### src/rtl/lcd_rx_monitor.sv
// DE-only LCD receive monitor: recovers line/frame boundaries from DE gaps and checks frame geometry.
// Optional per-frame pixel checksum is built when LCD_RX_CHECKSUM_EN is defined.
module lcd_rx_monitor #(
  parameter int HORIZONTAL_DATA_WIDTH = 800,
  parameter int VERTICAL_DATA_WIDTH   = 480,
  parameter int VBLANK_GAP_MIN        = 1000
) (
  input  logic        clk,
  input  logic        reset,
  input  logic        i_data_en,
  input  logic [7:0]  i_red,
  input  logic [7:0]  i_green,
  input  logic [7:0]  i_blue,
  output logic        o_px_valid,
  output logic [23:0] o_px_data,
  output logic [11:0] o_px_x,
  output logic [10:0] o_px_y,
  output logic        o_sof,
  output logic        o_eol,
  output logic        o_frame_done,
  output logic        o_frame_ok,
  output logic        o_err_width,
  output logic        o_err_height,
  output logic [11:0] o_line_width,
  output logic [10:0] o_line_count,
  output logic [31:0] o_frame_sum
);

  localparam logic [15:0] GAP_MIN = 16'(VBLANK_GAP_MIN);
  localparam logic [11:0] H_W     = 12'(HORIZONTAL_DATA_WIDTH);
  localparam logic [10:0] V_W     = 11'(VERTICAL_DATA_WIDTH);

  typedef enum logic [1:0] {SEARCH, VBLANK, ACTIVE, HGAP} state_t;

  state_t      state_reg;
  logic        de_s1_reg;
  logic [23:0] rgb_s1_reg;
  logic [15:0] gap_reg, gap_next;
  logic [11:0] x_reg, x_inc, width_reg;
  logic [10:0] y_reg, y_inc, lines_reg, lines_inc;
  logic        err_w_reg;
  logic        done_hit;

  // The gap counter follows live DE, so it counts the low samples up to and including this edge.
  always_comb begin
    gap_next  = i_data_en ? 16'd0 : ((gap_reg == 16'hFFFF) ? gap_reg : gap_reg + 16'd1);
    x_inc     = (x_reg == 12'hFFF) ? x_reg : x_reg + 12'd1;
    y_inc     = (y_reg == 11'h7FF) ? y_reg : y_reg + 11'd1;
    lines_inc = (lines_reg == 11'h7FF) ? lines_reg : lines_reg + 11'd1;
    done_hit  = (state_reg == HGAP) && (gap_next >= GAP_MIN);
  end

  always_ff @(posedge clk) begin
    if (reset) begin
      state_reg    <= SEARCH;
      de_s1_reg    <= 1'b0;
      rgb_s1_reg   <= '0;
      gap_reg      <= '0;
      x_reg        <= '0;
      y_reg        <= '0;
      lines_reg    <= '0;
      width_reg    <= '0;
      err_w_reg    <= 1'b0;
      o_px_valid   <= 1'b0;
      o_px_data    <= '0;
      o_px_x       <= '0;
      o_px_y       <= '0;
      o_sof        <= 1'b0;
      o_eol        <= 1'b0;
      o_frame_done <= 1'b0;
      o_frame_ok   <= 1'b0;
      o_err_width  <= 1'b0;
      o_err_height <= 1'b0;
      o_line_width <= '0;
      o_line_count <= '0;
    end else begin
      de_s1_reg    <= i_data_en;
      rgb_s1_reg   <= {i_red, i_green, i_blue};
      gap_reg      <= gap_next;
      o_px_valid   <= 1'b0;
      o_sof        <= 1'b0;
      o_eol        <= 1'b0;
      o_frame_done <= 1'b0;
      case (state_reg)
        SEARCH: begin
          if (gap_next >= GAP_MIN) state_reg <= VBLANK;
        end
        VBLANK: begin
          if (de_s1_reg) begin
            state_reg  <= ACTIVE;
            o_px_valid <= 1'b1;
            o_px_data  <= rgb_s1_reg;
            o_px_x     <= '0;
            o_px_y     <= '0;
            o_sof      <= 1'b1;
            o_eol      <= !i_data_en;
            x_reg      <= 12'd1;
            y_reg      <= '0;
            lines_reg  <= '0;
            err_w_reg  <= 1'b0;
          end
        end
        ACTIVE: begin
          if (de_s1_reg) begin
            o_px_valid <= 1'b1;
            o_px_data  <= rgb_s1_reg;
            o_px_x     <= x_reg;
            o_px_y     <= y_reg;
            o_eol      <= !i_data_en;
            x_reg      <= x_inc;
          end else begin
            state_reg <= HGAP;
            width_reg <= x_reg;
            lines_reg <= lines_inc;
            if (x_reg != H_W) err_w_reg <= 1'b1;
          end
        end
        HGAP: begin
          if (done_hit) begin
            state_reg    <= VBLANK;
            o_frame_done <= 1'b1;
            o_line_width <= width_reg;
            o_line_count <= lines_reg;
            o_err_width  <= err_w_reg;
            o_err_height <= (lines_reg != V_W);
            o_frame_ok   <= !err_w_reg && (lines_reg == V_W);
          end else if (de_s1_reg) begin
            state_reg  <= ACTIVE;
            o_px_valid <= 1'b1;
            o_px_data  <= rgb_s1_reg;
            o_px_x     <= '0;
            o_px_y     <= y_inc;
            o_eol      <= !i_data_en;
            x_reg      <= 12'd1;
            y_reg      <= y_inc;
          end
        end
        default: state_reg <= SEARCH;
      endcase
    end
  end

`ifdef LCD_RX_CHECKSUM_EN
  logic [31:0] sum_reg, frame_sum_reg;
  logic        pix_fire, sof_fire;

  assign pix_fire    = de_s1_reg && (state_reg != SEARCH);
  assign sof_fire    = de_s1_reg && (state_reg == VBLANK);
  assign o_frame_sum = frame_sum_reg;

  always_ff @(posedge clk) begin
    if (reset) begin
      sum_reg       <= '0;
      frame_sum_reg <= '0;
    end else begin
      if (sof_fire)      sum_reg <= {8'h00, rgb_s1_reg};
      else if (pix_fire) sum_reg <= sum_reg + {8'h00, rgb_s1_reg};
      if (done_hit) frame_sum_reg <= sum_reg;
    end
  end
`else
  assign o_frame_sum = 32'd0;
`endif

endmodule

### config.mk
export PLATFORM = sky130hd
export DESIGN_NAME = lcd_rx_monitor
export DESIGN_NICKNAME = d
export VERILOG_FILES = /design/src/rtl/lcd_rx_monitor.sv
export SDC_FILE = /design/constraint.sdc
export NUM_CORES = 1
export LEC_CHECK = 0
export CORE_MARGIN = 3
export CORE_UTILIZATION = 56
export DETAILED_ROUTE_END_ITERATION = 12
export PLACE_DENSITY = 0.85
export SYNTH_ARGS = -nofsm -noshare
export SYNTH_HDL_FRONTEND = slang
export SYNTH_SLANG_ARGS = --single-unit
### constraint.sdc
create_clock -name clk -period 6.7 [get_ports clk]
set_input_delay 0.67 -clock clk [delete_from_list [all_inputs] [get_ports clk]]
set_output_delay 0.67 -clock clk [all_outputs]
set_load 0.02 [all_outputs]
==> results of run 1 <==
## metal layers
layer,routed length (µm),track usage
met1,7557,0.3254
met2,7787,0.3470
met3,1545,0.08513
met4,187,0.06799
met5,0,0
## placed cells by master, fill, tap and decap left out, types with 4 or more instances in the layout
master	count
dfxtp_1	167
a21oi_1	113
nand2_1	112
clkdlybuf4s50_1	102
nand3_1	51
o21ai_0	49
nor2_1	44
conb_1	32
nor2b_1	31
inv_1	26
nand4_1	21
nor3_1	18
clkbuf_16	17
o31ai_1	13
or4_1	12
xnor2_1	11
ha_1	11
nor4_1	8
a31oi_1	8
and3_1	8
buf_4	8
xor2_1	7
mux2i_1	5
o211ai_1	5
a211o_1	4
o22ai_1	4
or3_1	4
bufinv_16	4
## worst paths after layout
kind	startpoint	to	slack, ns	cells past startpoint
hold reg to reg	o_px_y[7]	o_px_y[7]	0.44	2
hold / removal	o_px_y[7]	o_px_y[7]	0.44	2
setup reg to reg	gap_reg[0]	o_frame_ok	2.89	10
setup / recovery	gap_reg[0]	o_frame_ok	2.89	10
## critical path: cells and delay by family (launching register included)
family                   cells  cell delay [ns]
AND/OR/NAND/NOR              5             1.63
XOR/XNOR                     1             0.15
buffers and inverters        1             0.35
flip-flops                   1             0.43
adder cells (fa/ha/maj)      1             0.28
AO/OA/AOI/OAI                2             0.85
## cell type report
| type | instances | area [µm²] |
|---|---|---|
| clock buffer | 20 | 466.7 |
| clock inverter | 10 | 167.7 |
| fill | 1012 | 3845 |
| inverter | 26 | 97.59 |
| multi-input combinational | 629 | 3506 |
| sequential | 167 | 3343 |
| tap | 172 | 215.2 |
| timing repair buffer | 110 | 1081 |
## stage by stage
step / setup WS [ns] / hold WS [ns]
after floorplan: 3.895 / 0.4293
after global placement: 2.914 / 0.4314
after detailed placement: 2.861 / 0.4361
after CTS: 2.953 / 0.4450
after global routing: 2.689 / 0.4620
final: 2.894 / 0.4416
## cell families after synthesis
group           Yosys count  synth area share
xor+xnor                 18           0.02154
compound gates          222            0.1752
mux                       6          0.008376
simple gates            340            0.2381
buf+inv                 115           0.08068
fa+ha+maj                11           0.01880
flops                   167            0.4568
other cells               1         0.0005123
## power breakdown
part	switching (mW)	internal, mW
clock network	0.389	0.653
registers	0.0109	1.01
logic	0.0870	0.0519
==> results.md, run 1 <==
* Starting density of the core at 0.5753
* Chip Height at 120.3 µm
* Pin count of the biggest net entering global routing at 87
* Leak Pwr at 2.961 nW
* Data arrival time of the worst path at 4.15 ns
* DRC at 0
* RSZ-0062 raised after global routing: false
* Grt ovf at 0
* Crit path time final at 3.806 ns
* Post-CTS setup buffer count at 0
* NumNets Final at 989
* Tcrit/Tclk final at 0.5681
* Clock Tree Root: clkbuf_16
* Skew-Pair Late Insertion Delay at 0.43 ns
* Area Growth Syn to Fin at 21.28%
* H-tree levels at 4
* Die area at 14480 µm²
* CTS tree: built
* Num CTS Buffers at 17
* Final setup TNS at 0 ns
* Clk sinks at 167
* Post-layout util at 0.6978
* Commonest cells in the synthesized netlist: 167 x dfxtp_1, 113 x a21oi_1, 112 x nand2_1, 51 x nand3_1, 49 x o21ai_0
* ANT nets after route at 0
* Setup crit end kind: flop
* Yosys top cell area share at 0.4568
* Antenna diodes at 0
* Core area at 12720 µm²
* First-iteration detailed-routing DRC count at 704
* First-pass GRT wire length at 28000 µm
* DR vias/cell at 5.692
* Die Wd at roughly 120 µm
* GPL Wtd Cong at 0.8919
* Top FF cell, synth: dfxtp_1
* Pwr Density at 248.2 nW/µm²
* Post_cts resized at 0
* Port bufs at 103
* Mapped Area at between 7000 and 8000 µm²
* Final Non-Filler Cells at 1134
* Post-synthesis cell count at 880
* PnR Total Power at 2.204 mW
* Slew Limit Headroom at 0.2673
* Initial antenna violation count at 0
* Final Hold Viols at 0
* Final WL at roughly 17000 µm
* Num rows at 41
* Setup violations, final at 0
* Tightest Hold Check Type: flop to flop
* Max VDD drop at 171.7 µV
* Cell taking the most area after synthesis: dfxtp_1
* CP max FO at 46
* Vias in the first global route at 5659
* Placed Instances at around 1100
* Buffers from clock root to sink, at most at 2
* Syn_area_per_cell at 8.318 µm²
* Yosys reg bits at 167
* Critical path type: flop to flop
* DP Area at 8243 µm²
* F_max at 262.7 MHz
* Via count at 6455
* Synth Warn # at 0
* Top cells by area, synth: dfxtp_1 46%, a21oi_1 7.7%, nand2_1 5.7%
* Max_cap viols at 0
* DR pass1 iterations at 5
* Final Skew at 0.006046 ns
* Hpwl dp at between 10000 and 15000 µm
* Worst-path clk slew at around 0.06 ns
* Layout cells sized above 1 at 0.05821
* Final instance area at 8877 µm²
* Sequential area share after synthesis at 0.4568
* CP required at 7.05 ns
* Slowest stage delay, CP at 0.71 ns
* Most numerous cell in the Yosys netlist: dfxtp_1
* EDFF count, synth at 0
* Post-synth ARST share at 0
* Number of hold buffers added after CTS at 0
* Final Max Slew Viols at 0
* Run status: completed
* Per-cell routed wire length at 15.06 µm
* Least-Margin Pin Slew at 1.094 ns
* Total Routing Usage GR at 0.2352
* Startpoint types: flop
* Distinct cell type count after synthesis at 65
* CP cell instances: ha_1 -> nand3_4 -> nor4_1 -> nor3_1 -> xnor2_1 -> or4b_1 -> a211o_2 -> buf_4 -> or3_1 -> a21oi_1
* Slowest-stage cell, CP: a211o_2
* I/O pin count at 136
(Power assumes the default switching activity.)
==> inputs of run 2 (changes only) <==
--- a/config.mk
+++ b/config.mk
@@ -6,9 +6,9 @@
 export NUM_CORES = 1
 export LEC_CHECK = 0
 export CORE_MARGIN = 3
-export CORE_UTILIZATION = 56
+export CORE_UTILIZATION = 52
 export DETAILED_ROUTE_END_ITERATION = 12
-export PLACE_DENSITY = 0.85
+export PLACE_DENSITY = 0.8
 export SYNTH_ARGS = -nofsm -noshare
 export SYNTH_HDL_FRONTEND = slang
 export SYNTH_SLANG_ARGS = --single-unit
==> constraint.sdc (replaced) <==
create_clock -name clk -period 3.7 [get_ports clk]
set_input_delay 0.37 -clock clk [delete_from_list [all_inputs] [get_ports clk]]
set_output_delay 0.37 -clock clk [all_outputs]
set_load 0.02 [all_outputs]
==> run 2 against run 1 <==
  * Sequential share of layout area down 0.17 points
  * Worst setup slack worse by 2.5 ns
  * Cell area up 0.47%
  * Worst hold slack worse by 0.043 ns
  * Largest cell class unchanged
  * Critical path type unchanged
  * Combinational power up 82%
  * Clock skew down 0.0012 ns
==> results.md, run 2 (same netlist as run 1, synthesis figures left out) <==
* Setup ws final at 0.3975 ns (was 2.894 ns)
* Register area at 3343 µm² (unchanged)
* Area taken by multi-input logic gates at 3506 µm² (unchanged)
* Number of hold buffers added after CTS at 0 (unchanged)
* Hold Path Depth at 2 (unchanged)
* Chip Height at 124.6 µm (was 120.3 µm)
* Final Max Slew Viols at 0 (unchanged)
* Slew Limit Headroom at 0.3298 (was 0.2673)
* Skew-Pair Late Insertion Delay at 0.43 ns (about the same)
* I/O pin count at 136 (unchanged)
* CTS tree: built (unchanged)
* Met2 Use GR at 0.3267 (was 0.3470)
* Setup slack at placement at 0.4550 ns (was 2.861 ns)
* Run status: completed (unchanged)
* CP required at 3.99 ns (was 7.05 ns)
* Port bufs at 103 (unchanged)
* Reg2reg start: gap_reg[0] (unchanged)
* ANT nets after route at 0 (unchanged)
* Pin count of the biggest net entering global routing at 71 (was 87)
* Starting density of the core at 0.5420 (was 0.5753)
* Tcrit/Tclk final at 0.8926 (was 0.5681)
* GRT busiest layer: met2 (unchanged)
* Num CTS Buffers at 17 (unchanged)
* Area Growth Syn to Fin at 21.85% (was 21.28%)
* Via count at 6413 (was 6455)
* Post_cts resized at 0 (unchanged)
* Final Non-Filler Cells at 1143 (was 1134)
* Final Hold Viols at 0 (unchanged)
* Fill count at 1139 (was 1012)
* Clock Tree Root: clkbuf_16 (unchanged)
* DR vias/cell at 5.611 (was 5.692)
* DR pass1 iterations at 5 (unchanged)
* Total Routing Usage GR at 0.2185 (was 0.2352)
* DRC at 0 (unchanged)
* Data arrival time of the worst path at 3.60 ns (was 4.15 ns)
* Leak Pwr at 2.982 nW (was 2.961 nW)
* Antenna diodes at 0 (unchanged)
* Grt ovf at 0 (unchanged)
* First-pass GRT wire length at 28600 µm (was 28000 µm)
* Final WL at 17040 µm (was 17080 µm)
* Hpwl dp at 11280 µm (was 10950 µm)
* Grt met1 use at 0.3006 (was 0.3254)
* Core area at 13510 µm² (was 12720 µm²)
* Most frequent cells in the layout: 167 x dfxtp_1, 113 x a21oi_1, 112 x nand2_1, 102 x clkdlybuf4s50_1, 51 x nand3_1 (unchanged)
* Worst R2R Setup Slack at 0.40 ns (was 2.89 ns)
* Pwr Density at 442.0 nW/µm² (was 248.2 nW/µm²)
* Per-cell routed wire length at 14.90 µm (was 15.06 µm)
* H-tree levels at 4 (unchanged)
* Num rows at 42 (was 41)
* NumNets Final at 994 (was 989)
* Initial antenna violation count at 0 (unchanged)
* Final Skew at 0.004891 ns (was 0.006046 ns)
* Buffers from clock root to sink, at most at 2 (unchanged)
* Hold Path Sink: de_s1_reg (was o_px_y[7])
* RSZ-0062 raised after global routing: false (unchanged)
* Post-CTS setup buffer count at 0 (unchanged)
* Commonest non-fill, non-tap cell in the layout: dfxtp_1 (unchanged)
* Critical path type: flop to flop (unchanged)
* Least-Margin Pin Slew at 1.005 ns (was 1.094 ns)
* R2R cell count at 10 (unchanged)
* Final setup TNS at 0 ns (unchanged)
* Vias in the first global route at 5826 (was 5659)
* F_max at 302.8 MHz (was 262.7 MHz)
* Worst-path clk slew at 0.06 ns (about the same)
* Setup violations, final at 0 (unchanged)
* Layout cells sized above 1 at 0.06101 (was 0.05821)
* Capturing point of the worst reg2reg path: y_reg[3] (was o_frame_ok)
* PnR Total Power at 3.942 mW (was 2.204 mW)
* Grt met3 use at 0.07547 (was 0.08513)
* Die Wd at 124.6 µm (was 120.3 µm)
* Placed Instances at 1113 (was 1104)
* Clk sinks at 167 (unchanged)
* Max VDD drop at 309.8 µV (was 171.7 µV)
* Setup crit end kind: flop (unchanged)
* CP max FO at 10 (was 46)
* GPL Wtd Cong at 0.8534 (was 0.8919)
* Tightest Hold Check Type: primary input to flop (was flop to flop)
* Max_cap viols at 0 (unchanged)
* Worst Hold Launch: reset (was o_px_y[7])
* Startpoint types: flop (unchanged)
* Crit path time final at 3.303 ns (was 3.806 ns)
* Die area at 15540 µm² (was 14480 µm²)
* First-iteration detailed-routing DRC count at 574 (was 704)
[run 2: cell count changes in the layout (fill, tap and decap cells not counted), sizes merged]
cell	change
buf	+5
clkinv	+2
clkbuf	-1
inv	-1
[run 2: worst max-delay path: stages (launching register included)]
cell      delay, ns
dfxtp_1        0.41
ha_1           0.29
nand3_4        0.17
nor4_1         0.54
mux2i_1        0.32
nand2_1        0.13
o31ai_2        0.22
buf_4          0.18
nand4_1        0.35
o311ai_0       0.41
o21ai_0        0.15
[run 2: how the worst max path moves through the flow]
| stage | startpoint | end | slack, ns | depth (start not counted) |
|---|---|---|---|---|
| floorplan | gap_reg[0] | o_err_height | 0.89 | 12 |
| global placement | gap_reg[0] | x_reg[9] | 0.51 | 11 |
| detailed placement | gap_reg[0] | x_reg[3] | 0.45 | 11 |
| CTS | gap_reg[0] | x_reg[3] | 0.42 | 11 |
| global route | gap_reg[0] | x_reg[11] | 0.1 | 11 |
| finish | gap_reg[0] | y_reg[3] | 0.40 | 10 |
[run 2: per-layer routing]
| layer | up-vias | share of wire |
|---|---|---|
| li1 | 3177 | - |
| met4 | 0 | 0.012 |
| met1 | 2966 | 0.46 |
| met2 | 247 | 0.45 |
| met3 | 23 | 0.083 |
| met5 | - | 0 |
[run 2: where the power goes]
group	total, mW	internal [mW]	switching (mW)
registers	1.85	1.83	0.0189
clock network	1.84	1.13	0.710
logic	0.253	0.0951	0.158
total	3.94	3.06	0.887
[run 2: final cells by class]
| type | instances | area share |
|---|---|---|
| clock buffers | 19 | 0.04854 |
| clock inverters | 11 | 0.01964 |
| inverters | 26 | 0.01094 |
| multi-input cells | 629 | 0.3931 |
| flip-flops and latches | 167 | 0.3749 |
| well taps | 176 | 0.02469 |
| repair buffers | 115 | 0.1282 |
[run 2: per-stage QoR]
step	hold WS, ns	area [µm²]	util
4_1_cts	0.3935	8919	0.6604
3_5_place_dp	0.4361	8310	0.6153
6_report	0.3982	8919	0.6604
2_1_floorplan	0.4293	7436	-
3_3_place_gp	0.4314	8310	0.6153
5_1_grt	0.4196	8919	0.6604
==> inputs of run 3 (changes only) <==
==> constraint.sdc (replaced) <==
create_clock -name clk -period 3.3 [get_ports clk]
set_input_delay 0.33 -clock clk [delete_from_list [all_inputs] [get_ports clk]]
set_output_delay 0.33 -clock clk [all_outputs]
set_load 0.02 [all_outputs]
==> run 3 against run 2 <==
  * Fmax is 5.8% higher
  * Power grew 7.7%
  * Critical endpoint is now x_reg[10]
  * Clock power rose by 2%
  * Cell count increased by 0.87%
  * Clock skew is 0.0039 ns higher
  * Critical path depth rose by 1
  * Sequential share of layout area fell by 0.24 points
  * Highest routed layer unchanged
  * Cell area increased by 0.63%
  * Combinational power grew 14%
  * First-iteration DRC count increased by 2.6%
  * Sequential cell count did not move
  * Largest cell class unchanged
==> results.md, run 3 (same netlist as run 1, synthesis figures left out) <==
* DR pass1 iterations at 5 (unchanged)
* Die Wd at 124.6 µm (unchanged)
* NumNets Final at 1005 (was 994)
* GPL Wtd Cong at 0.8507 (was 0.8534)
* Setup slack at placement at 0.1866 ns (was 0.4550 ns)
* Worst-path clk slew at 0.06 ns (about the same)
* Vias in the first global route at 5889 (was 5826)
* Critical path type: flop to flop (unchanged)
* Clock Tree Root: clkbuf_16 (unchanged)
* Setup ws final at 0.1782 ns (was 0.3975 ns)
* Capturing point of the worst reg2reg path: x_reg[10] (was y_reg[3])
* Most frequent cells in the layout: 167 x dfxtp_1, 113 x a21oi_1, 112 x nand2_1, 102 x clkdlybuf4s50_1, 51 x nand3_1 (unchanged)
* Max_cap viols at 0 (unchanged)
* Post-layout util at 0.6645 (was 0.6604)
* Port bufs at 103 (unchanged)
* Starting density of the core at 0.5420 (unchanged)
* Hold Path Depth at 2 (unchanged)
* Slew Limit Headroom at 0.3045 (was 0.3298)
* R2R cell count at 11 (was 10)
* DRC at 0 (unchanged)
* Crit path time final at 3.122 ns (was 3.303 ns)
* Bufs and invs on worst path at 2 (was 1)
* Layout cells sized above 1 at 0.07165 (was 0.06101)
* Leak Pwr at 3.014 nW (was 2.982 nW)
* Die area at 15540 µm² (unchanged)
* DR vias/cell at 5.603 (was 5.611)
* Core area at 13510 µm² (unchanged)
* Max VDD drop at 392.7 µV (was 309.8 µV)
* F_max at 320.3 MHz (was 302.8 MHz)
* CP top delay family: simple AND/OR/NAND/NOR gates (unchanged)
* CP required at 3.66 ns (was 3.99 ns)
* ANT nets after route at 0 (unchanged)
* Final Hold Viols at 0 (unchanged)
* Commonest non-fill, non-tap cell in the layout: dfxtp_1 (unchanged)
* Final Max Slew Viols at 0 (unchanged)
* Tcrit/Tclk final at 0.9460 (was 0.8926)
* Startpoint types: flop (unchanged)
* Least-Margin Pin Slew at 1.043 ns (was 1.005 ns)
* Slowest stage delay, CP at 0.50 ns (was 0.54 ns)
* Buffers from clock root to sink, at most at 2 (unchanged)
* Final Skew at 0.008747 ns (was 0.004891 ns)
* Pwr Density at 473.2 nW/µm² (was 442.0 nW/µm²)
* Setup crit end kind: flop (unchanged)
* Most used cell, CP: buf_12
* Data arrival time of the worst path at 3.48 ns (was 3.60 ns)
* Antenna diodes at 0 (unchanged)
* Final WL at 17700 µm (was 17040 µm)
* Worst R2R Setup Slack at 0.18 ns (was 0.40 ns)
* Run status: completed (unchanged)
* I/O pin count at 136 (unchanged)
* Initial antenna violation count at 0 (unchanged)
* Grt ovf at 0 (unchanged)
* Via count at 6460 (was 6413)
* Worst Hold Launch: reset (unchanged)
* Skew-Pair Late Insertion Delay at 0.43 ns (about the same)
* Setup violations, final at 0 (unchanged)
* Clk sinks at 167 (unchanged)
* CP max FO at 28 (was 10)
* H-tree levels at 4 (unchanged)
* First-iteration detailed-routing DRC count at 589 (was 574)
* Area Growth Syn to Fin at 22.62% (was 21.85%)
* Pin count of the biggest net entering global routing at 83 (was 71)
* First-pass GRT wire length at 28640 µm (was 28600 µm)
* Hold Path Sink: width_reg[7] (was de_s1_reg)
* Per-cell routed wire length at 15.35 µm (was 14.90 µm)
* Hpwl dp at 11500 µm (was 11280 µm)
* Slowest-stage cell, CP: or4_1 (was nor4_1)
* CP cell instances: ha_2 -> nand3_4 -> nor4_1 -> mux2i_1 -> nand2_1 -> nor3_2 -> a211oi_4 -> buf_12 -> buf_12 -> or4_1 -> a21oi_1 (was ha_1 -> nand3_4 -> nor4_1 -> mux2i_1 -> nand2_1 -> o31ai_2 -> buf_4 -> nand4_1 -> o311ai_0 -> o21ai_0)
* CTS tree: built (unchanged)
* Chip Height at 124.6 µm (unchanged)
* Total Routing Usage GR at 0.2209 (was 0.2185)
* Tightest Hold Check Type: primary input to flop (unchanged)
* Num rows at 42 (unchanged)
* Num CTS Buffers at 17 (unchanged)
* Reg2reg start: gap_reg[0] (unchanged)
## run 3: cell type report
cell class | instances | area, µm²
fill | 1135 | 4531
multi-input combinational | 629 | 3527
sequential | 167 | 3343
inverter | 26 | 97.59
timing repair buffer | 126 | 1244
clock buffer | 21 | 440.4
clock inverter | 8 | 102.6
tap | 176 | 220.2
## run 3: timing repair
| action | 4_1_cts | 5_1_grt |
|---|---|---|
| hold buffers | 0 | 0 |
| setup buffers | 0 | 1 |
| endpoints found under the setup margin | 0 | 18 |
| resized for setup | 0 | 4 |
## run 3: how the worst max path moves through the flow
| stage | start | end | slack (ns) | cells past startpoint |
|---|---|---|---|---|
| finish | gap_reg[0] | x_reg[10] | 0.18 | 11 |
| global route | gap_reg[10] | x_reg[11] | -0.004 | 10 |
| CTS | gap_reg[0] | x_reg[7] | 0.16 | 11 |
| detailed placement | gap_reg[0] | x_reg[7] | 0.19 | 11 |
| global placement | gap_reg[0] | x_reg[9] | 0.32 | 12 |
| floorplan | gap_reg[0] | o_err_height | 0.49 | 12 |
## run 3: stage by stage
step / setup TNS [ns] / hold slack [ns] / power, mW / cell area, µm² / instances
after floorplan: 0 / 0.4293 / 2.328 / 7436 / 911
after global placement: 0 / 0.4315 / 2.404 / 8378 / 1122
after detailed placement: 0 / 0.4375 / 2.408 / 8378 / 1122
after CTS: 0 / 0.3271 / 4.264 / 8921 / 1151
after global routing: -0.003543 / 0.3507 / 4.384 / 8975 / 1153
final: 0 / 0.3496 / 4.247 / 8975 / 1153
## run 3: power breakdown
part / internal (mW) / total, mW / leakage (nW) / switching, mW
combinational: 0.108 / 0.289 / 1.40 / 0.181
sequential: 2.06 / 2.08 / 1.35 / 0.0213
clock: 1.10 / 1.88 / 0.259 / 0.780
## run 3: per-layer routing
layer / track usage / vias to the layer above / part of all wire
met4: 0.08769 / 0 / 0.019
met1: 0.2941 / 2993 / 0.45
met5: 0 / - / 0
met2: 0.3381 / 240 / 0.45
li1: - / 3198 / -
met3: 0.06432 / 29 / 0.084
